--- src/rtl/psum_seq_ctrl_if.sv ---
// Command, row-request and psum-store bundle around psum_seq_ctrl.
// slave = sequencer side, master = layer controller / array / store side.
interface psum_seq_ctrl_if #(
    parameter int ADDR_W = 7,
    parameter int PASS_W = 8
);
    logic              start;
    logic [ADDR_W:0]   num_rows;
    logic [PASS_W-1:0] num_passes;
    logic              array_ready;
    logic              din_req;
    logic              buffer_sel;
    logic              first_psum;
    logic [ADDR_W-1:0] psum_prev_addr;
    logic [ADDR_W-1:0] psum_addr;
    logic              psum_en;
    logic              psum_we;
    logic              out_valid;
    logic [ADDR_W-1:0] out_row;
    logic              busy;
    logic              done;

    modport slave (
        input  start, num_rows, num_passes, array_ready,
        output din_req, buffer_sel, first_psum, psum_prev_addr, psum_addr,
               psum_en, psum_we, out_valid, out_row, busy, done
    );

    modport master (
        output start, num_rows, num_passes, array_ready,
        input  din_req, buffer_sel, first_psum, psum_prev_addr, psum_addr,
               psum_en, psum_we, out_valid, out_row, busy, done
    );
endinterface

--- src/rtl/psum_seq_ctrl.sv ---
// Ping-pong psum accumulate sequencer with final readout sweep; PSUM_SEQ_PERF_EN adds perf counters.
// Write lands 2 cycles after din_req, out_valid RD_LAT after read addr; array_ready=0 stalls issue, readout never stalls.
module psum_seq_ctrl #(
    parameter int ADDR_W = 7,
    parameter int PASS_W = 8,
    parameter int RD_LAT = 1
) (
    input  logic        i_clk,
    input  logic        i_rstn,
    psum_seq_ctrl_if.slave bus
`ifdef PSUM_SEQ_PERF_EN
    ,
    output logic [31:0] o_perf_busy_cycles,
    output logic [31:0] o_perf_stall_cycles
`endif
);
    typedef enum logic [2:0] {
        S_IDLE,
        S_ACCUM,
        S_FLUSH,
        S_READOUT,
        S_DONE
    } state_t;

    localparam logic [ADDR_W:0]   ROW_ONE  = {{ADDR_W{1'b0}}, 1'b1};
    localparam logic [PASS_W-1:0] PASS_ONE = {{(PASS_W-1){1'b0}}, 1'b1};

    state_t            r_state;
    logic [ADDR_W:0]   r_num_rows;
    logic [PASS_W-1:0] r_num_passes;
    logic [PASS_W-1:0] r_pass;
    logic [ADDR_W:0]   r_row;
    logic [ADDR_W:0]   r_rd_cnt;
    logic              r_buf;
    logic              r_s1_vld;
    logic              r_s1_first;
    logic [ADDR_W-1:0] r_s1_row;
    logic              r_s2_vld;
    logic [ADDR_W-1:0] r_s2_row;
    logic [RD_LAT-1:0] r_ov_pipe;
    logic [ADDR_W-1:0] r_orow_pipe [RD_LAT];

    logic              w_issue;
    logic              w_rd_issue;
    logic [ADDR_W:0]   w_row_nxt;
    logic              w_last_pass;
    logic              w_last_out;

    assign w_issue     = (r_state == S_ACCUM) && bus.array_ready;
    assign w_rd_issue  = (r_state == S_READOUT) && (r_rd_cnt < r_num_rows);
    assign w_row_nxt   = r_row + ROW_ONE;
    assign w_last_pass = (r_pass == (r_num_passes - PASS_ONE));
    assign w_last_out  = r_ov_pipe[RD_LAT-1] &&
                         ({1'b0, r_orow_pipe[RD_LAT-1]} == (r_num_rows - ROW_ONE));

    always_ff @(posedge i_clk) begin
        if (!i_rstn) begin
            r_state      <= S_IDLE;
            r_num_rows   <= '0;
            r_num_passes <= '0;
            r_pass       <= '0;
            r_row        <= '0;
            r_rd_cnt     <= '0;
            r_buf        <= 1'b0;
            r_s1_vld     <= 1'b0;
            r_s1_first   <= 1'b0;
            r_s1_row     <= '0;
            r_s2_vld     <= 1'b0;
            r_s2_row     <= '0;
            r_ov_pipe    <= '0;
            for (int i = 0; i < RD_LAT; i++) begin
                r_orow_pipe[i] <= '0;
            end
        end else begin
            // Write pipeline advances every cycle; bubbles travel as vld=0.
            r_s1_vld   <= w_issue;
            r_s1_first <= w_issue && (r_pass == '0);
            r_s1_row   <= r_row[ADDR_W-1:0];
            r_s2_vld   <= r_s1_vld;
            r_s2_row   <= r_s1_row;

            for (int i = RD_LAT - 1; i > 0; i--) begin
                r_ov_pipe[i]   <= r_ov_pipe[i-1];
                r_orow_pipe[i] <= r_orow_pipe[i-1];
            end
            r_ov_pipe[0]   <= w_rd_issue;
            r_orow_pipe[0] <= r_rd_cnt[ADDR_W-1:0];

            case (r_state)
                S_IDLE: begin
                    if (bus.start) begin
                        if ((bus.num_rows == '0) || (bus.num_passes == '0)) begin
                            r_state <= S_DONE;
                        end else begin
                            r_num_rows   <= bus.num_rows;
                            r_num_passes <= bus.num_passes;
                            r_pass       <= '0;
                            r_row        <= '0;
                            r_buf        <= 1'b0;
                            r_state      <= S_ACCUM;
                        end
                    end
                end
                S_ACCUM: begin
                    if (bus.array_ready) begin
                        r_row <= w_row_nxt;
                        if (w_row_nxt == r_num_rows) begin
                            r_state <= S_FLUSH;
                        end
                    end
                end
                S_FLUSH: begin
                    // Leaving once stage 1 is empty keeps buffer_sel stable through the last write.
                    if (!r_s1_vld) begin
                        if (w_last_pass) begin
                            r_rd_cnt <= '0;
                            r_state  <= S_READOUT;
                        end else begin
                            r_pass  <= r_pass + PASS_ONE;
                            r_buf   <= ~r_buf;
                            r_row   <= '0;
                            r_state <= S_ACCUM;
                        end
                    end
                end
                S_READOUT: begin
                    if (w_rd_issue) begin
                        r_rd_cnt <= r_rd_cnt + ROW_ONE;
                    end else if (w_last_out) begin
                        r_state <= S_DONE;
                    end
                end
                S_DONE: begin
                    r_state <= S_IDLE;
                end
                default: begin
                    r_state <= S_IDLE;
                end
            endcase
        end
    end

    assign bus.din_req        = w_issue;
    assign bus.psum_prev_addr = r_row[ADDR_W-1:0];
    assign bus.first_psum     = r_s1_first;
    assign bus.psum_we        = r_s2_vld;
    assign bus.psum_addr      = (r_state == S_READOUT) ? r_rd_cnt[ADDR_W-1:0] : r_s2_row;
    assign bus.psum_en        = w_issue | r_s1_vld | r_s2_vld | w_rd_issue;
    assign bus.buffer_sel     = r_buf;
    assign bus.out_valid      = r_ov_pipe[RD_LAT-1];
    assign bus.out_row        = r_orow_pipe[RD_LAT-1];
    assign bus.busy           = (r_state != S_IDLE);
    assign bus.done           = (r_state == S_DONE);

`ifdef PSUM_SEQ_PERF_EN
    logic [31:0] r_perf_busy;
    logic [31:0] r_perf_stall;

    always_ff @(posedge i_clk) begin
        if (!i_rstn) begin
            r_perf_busy  <= '0;
            r_perf_stall <= '0;
        end else if ((r_state == S_IDLE) && bus.start) begin
            r_perf_busy  <= '0;
            r_perf_stall <= '0;
        end else begin
            if ((r_state != S_IDLE) && (r_perf_busy != '1)) begin
                r_perf_busy <= r_perf_busy + 32'd1;
            end
            if ((r_state == S_ACCUM) && !bus.array_ready && (r_perf_stall != '1)) begin
                r_perf_stall <= r_perf_stall + 32'd1;
            end
        end
    end

    assign o_perf_busy_cycles  = r_perf_busy;
    assign o_perf_stall_cycles = r_perf_stall;
`endif
endmodule

--- src/flat_wrapper.sv ---
// flat-port wrapper written by rule: the top's interface ports become plain ports
module psum_seq_ctrl_flat 
#(
    parameter int ADDR_W = 7,
    parameter int PASS_W = 8,
    parameter int RD_LAT = 1
)
  (i_clk, i_rstn, bus_start, bus_num_rows, bus_num_passes, bus_array_ready, bus_din_req, bus_buffer_sel, bus_first_psum, bus_psum_prev_addr, bus_psum_addr, bus_psum_en, bus_psum_we, bus_out_valid, bus_out_row, bus_busy, bus_done);
  psum_seq_ctrl_if #(.ADDR_W(ADDR_W), .PASS_W(PASS_W)) bus_i ();
  input  logic i_clk;
  input  logic i_rstn;
  input wire logic [$bits(bus_i.start)-1:0] bus_start;
  input wire logic [$bits(bus_i.num_rows)-1:0] bus_num_rows;
  input wire logic [$bits(bus_i.num_passes)-1:0] bus_num_passes;
  input wire logic [$bits(bus_i.array_ready)-1:0] bus_array_ready;
  output wire logic [$bits(bus_i.din_req)-1:0] bus_din_req;
  output wire logic [$bits(bus_i.buffer_sel)-1:0] bus_buffer_sel;
  output wire logic [$bits(bus_i.first_psum)-1:0] bus_first_psum;
  output wire logic [$bits(bus_i.psum_prev_addr)-1:0] bus_psum_prev_addr;
  output wire logic [$bits(bus_i.psum_addr)-1:0] bus_psum_addr;
  output wire logic [$bits(bus_i.psum_en)-1:0] bus_psum_en;
  output wire logic [$bits(bus_i.psum_we)-1:0] bus_psum_we;
  output wire logic [$bits(bus_i.out_valid)-1:0] bus_out_valid;
  output wire logic [$bits(bus_i.out_row)-1:0] bus_out_row;
  output wire logic [$bits(bus_i.busy)-1:0] bus_busy;
  output wire logic [$bits(bus_i.done)-1:0] bus_done;
  assign bus_i.start = bus_start;
  assign bus_i.num_rows = bus_num_rows;
  assign bus_i.num_passes = bus_num_passes;
  assign bus_i.array_ready = bus_array_ready;
  assign bus_din_req = bus_i.din_req;
  assign bus_buffer_sel = bus_i.buffer_sel;
  assign bus_first_psum = bus_i.first_psum;
  assign bus_psum_prev_addr = bus_i.psum_prev_addr;
  assign bus_psum_addr = bus_i.psum_addr;
  assign bus_psum_en = bus_i.psum_en;
  assign bus_psum_we = bus_i.psum_we;
  assign bus_out_valid = bus_i.out_valid;
  assign bus_out_row = bus_i.out_row;
  assign bus_busy = bus_i.busy;
  assign bus_done = bus_i.done;
  psum_seq_ctrl #(.ADDR_W(ADDR_W), .PASS_W(PASS_W), .RD_LAT(RD_LAT)) u_core (.i_clk(i_clk), .i_rstn(i_rstn), .bus(bus_i));
endmodule
--- config.mk ---
export PLATFORM = sky130hd
export DESIGN_NAME = psum_seq_ctrl_flat
export DESIGN_NICKNAME = d
export VERILOG_FILES = /design/src/rtl/psum_seq_ctrl_if.sv /design/src/rtl/psum_seq_ctrl.sv /design/src/flat_wrapper.sv
export SDC_FILE = /design/constraint.sdc
export NUM_CORES = 1
export LEC_CHECK = 0
export CAP_MARGIN = 20
export CORE_ASPECT_RATIO = 1.2
export CORE_UTILIZATION = 55
export DETAILED_ROUTE_END_ITERATION = 8
export HOLD_SLACK_MARGIN = 0.1
export PLACE_DENSITY = 0.77
export SYNTH_ARGS = -nofsm -noshare
export SYNTH_HDL_FRONTEND = slang
export SYNTH_SLANG_ARGS = --single-unit
--- constraint.sdc ---
create_clock -name i_clk -period 4.3 [get_ports i_clk]
set_input_delay 0.86 -clock i_clk [delete_from_list [all_inputs] [get_ports i_clk]]
set_output_delay 0.86 -clock i_clk [all_outputs]
set_load 0.02 [all_outputs]
==> metrics <==
outcome=finished clean; CTS tree=built; DR top layer=met4; gr usage total=0.261; Worst Hold Launch=u_core.r_s1_row[6]; minimum clock period=3.73 ns; CTS sink cnt=69; synth unique cells=57; n_diodes=0; vias in the first global route=3091; Post-DRT Antenna Nets=0; cell count after synthesis=443; Clk Latency, worst-skew pair=0.35 ns; clock-pin slew on the worst setup and hold paths=0.08 ns; fmax=0.268 GHz; Avg Synthesized Cell Area=8.46 sq um; Layout area overhead=18.6%; Placed Cells=550; TNS Setup=0 ns; initial antenna violation count=0; Die Y=92.4 um; starting density of the core=0.578; Pwr Density=444 nW/um^2; register area share after synthesis=0.369; Mapped Area=3750 sq um; first-pass GRT wire length=14600 um; Lkg Pwr=1.75 nW; Resized cells post-CTS=0; setup violators final=0; final net count=509; pin count of the biggest net entering global routing=34; arrival time at the worst endpoint=2.87 ns; VDD IR max=0.000352 V; Die Wd=77.4 um; cts hold-fix bufs=0; syn_nets=476; WL met1=3680 um; Slew headroom=0.345; PortBufs=48; Routed WL per cell=15.3 um; grt total ovfl=0; H-tree levels=3; Root Driver=clkbuf_8; launch point of the worst path=u_core.r_num_rows[4]; Core Footprint=6490 sq um; number of remaining DRC errors=0; Critical Path Fanout Max=17; Final Max Slew Viols=0; metal2 WL=4330 um; number of synthesized flops with an enable pin=0; Yosys reg bits=69; non-filler cells in the finished layout=566; layout cells sized above 1=0.0665; total CTS buffers=9; commonest non-fill, non-tap cell in the layout=dfxtp_1; crit path capture type=output pin; die area=7150 sq um; ys async rst share=0; deepest clock path buffer count=2; most frequent cells in the layout=69 x dfxtp_1, 48 x nand2_1, 48 x clkdlybuf4s50_1; final worst slack=0.569 ns; hold crit path type=reg2reg; HPWL after DPL=6310 um; CP startpoint kind=flip-flop; most used flip-flop cell after synthesis=dfxtp_1; Final Hold Vio Count=0; Post-Route Utilization=0.685; Setup Fix Bufs, Post-CTS=0; met3 wire length=354 um; Post-Place Setup Slack=0.886 ns; row cnt=32; Vias/cell=5.86; 1st-pass router iterations=5; r2r startpoint=u_core.r_num_passes[0]; Max Cap Viol=0; Required @ worst endpoint=3.44 ns; period utilization=0.868; Final Routed Wirelength=8680 um; clock skew=0.00982 ns; total vias in the final route=3317; initial DRC count=146; I/O pin total=49; Crit Path Class=reg2out; Worst Tran Pin Value=0.981 ns; global placer's final weighted congestion=0.902; unrepaired setup endpoints after global routing=false; YS warnings=0
[per-layer routing]
layer	vias up	global-route usage
li1	1651	-
met1	1540	0.301
met2	100	0.447
met3	26	0.0532
met4	0	0.149
met5	-	0
[synthesized netlist by cell type, drive strengths merged (4+ instances only)]
library cell | instances | share of area
mux2i | 18 | 0.048
or3 | 4 | 0.0067
o21ai | 12 | 0.016
nand3 | 19 | 0.025
a21oi | 15 | 0.022
nor4 | 6 | 0.010
buf | 13 | 0.024
a2111o | 5 | 0.015
xnor2 | 15 | 0.035
nor3b | 7 | 0.014
and2 | 24 | 0.040
a31oi | 9 | 0.015
or4 | 4 | 0.0080
ha | 13 | 0.043
nand2 | 48 | 0.048
nor2 | 33 | 0.033
o41ai | 4 | 0.0093
nand4 | 8 | 0.013
clkbuf | 18 | 0.018
dfxtp | 69 | 0.37
xor2 | 12 | 0.028
inv | 19 | 0.019
nor3 | 11 | 0.015
o2111ai | 7 | 0.016
o31ai | 5 | 0.011
[where the power goes]
part           total (mW)  internal [mW]  switching [mW]
clock               0.610          0.335           0.275
combinational       0.589          0.268           0.322
sequential          0.775          0.690          0.0856
total                1.97           1.29           0.682
[cell type report]
type                            count  area [sq um]
Clock buffer                        9           124
Clock inverter                      7           105
Fill cell                         554          2040
Inverter                           19          71.3
Multi-Input combinational cell    324          2140
Sequential cell                    69          1380
Tap cell                           85           106
Timing Repair Buffer               53           518
[path summary, 6_finish.rpt]
check | endpoint | slack (ns) | cells after the start
worst max register to register | u_core.r_rd_cnt[6] | 1.17 | 8
worst min-delay path | u_core.r_s2_row[6] | 0.43 | 1
worst max-delay path | bus_psum_en | 0.57 | 9
worst min register to register | u_core.r_s2_row[6] | 0.43 | 1
[kinds of logic after synthesis]
kind of cell    count (synthesis)  synth area share
compound gates                 79             0.156
xor+xnor                       27            0.0631
fa+ha+maj                      13            0.0434
buf+inv                        50            0.0611
flops                          69             0.369
mux                            19            0.0511
simple gates                  186             0.257
[state kept, by name (all words and copies together), names as in the netlist]
name,cells
u_core.bus.buffer_sel,1
u_core.bus.first_psum,1
u_core.bus.out_valid,1
u_core.bus.psum_we,1
u_core.r_num_passes,8
u_core.r_num_rows,8
u_core.r_orow_pipe,7
u_core.r_pass,8
u_core.r_rd_cnt,8
u_core.r_row,8
u_core.r_s1_row,7
u_core.r_s1_vld,1
u_core.r_s2_row,7
u_core.r_state,3
[worst max-delay path, cell delays in order (launching register included)]
cell,delay [ns]
dfxtp_1,0.44
inv_1,0.07
ha_1,0.30
a21o_1,0.18
a21oi_1,0.12
o21ai_0,0.13
a311o_1,0.38
buf_4,0.20
nand2_1,0.11
clkdlybuf4s50_1,0.61
[through the flow]
stage	total power [mW]	area, sq um	hold slack [ns]
after floorplan	1.21	3750	0.412
after global placement	1.36	4210	0.415
after detailed placement	1.37	4210	0.418
after CTS	1.98	4440	0.438
after global routing	2.07	4440	0.445
final	1.97	4440	0.434
Note: power is estimated with default switching activity, not from simulation.
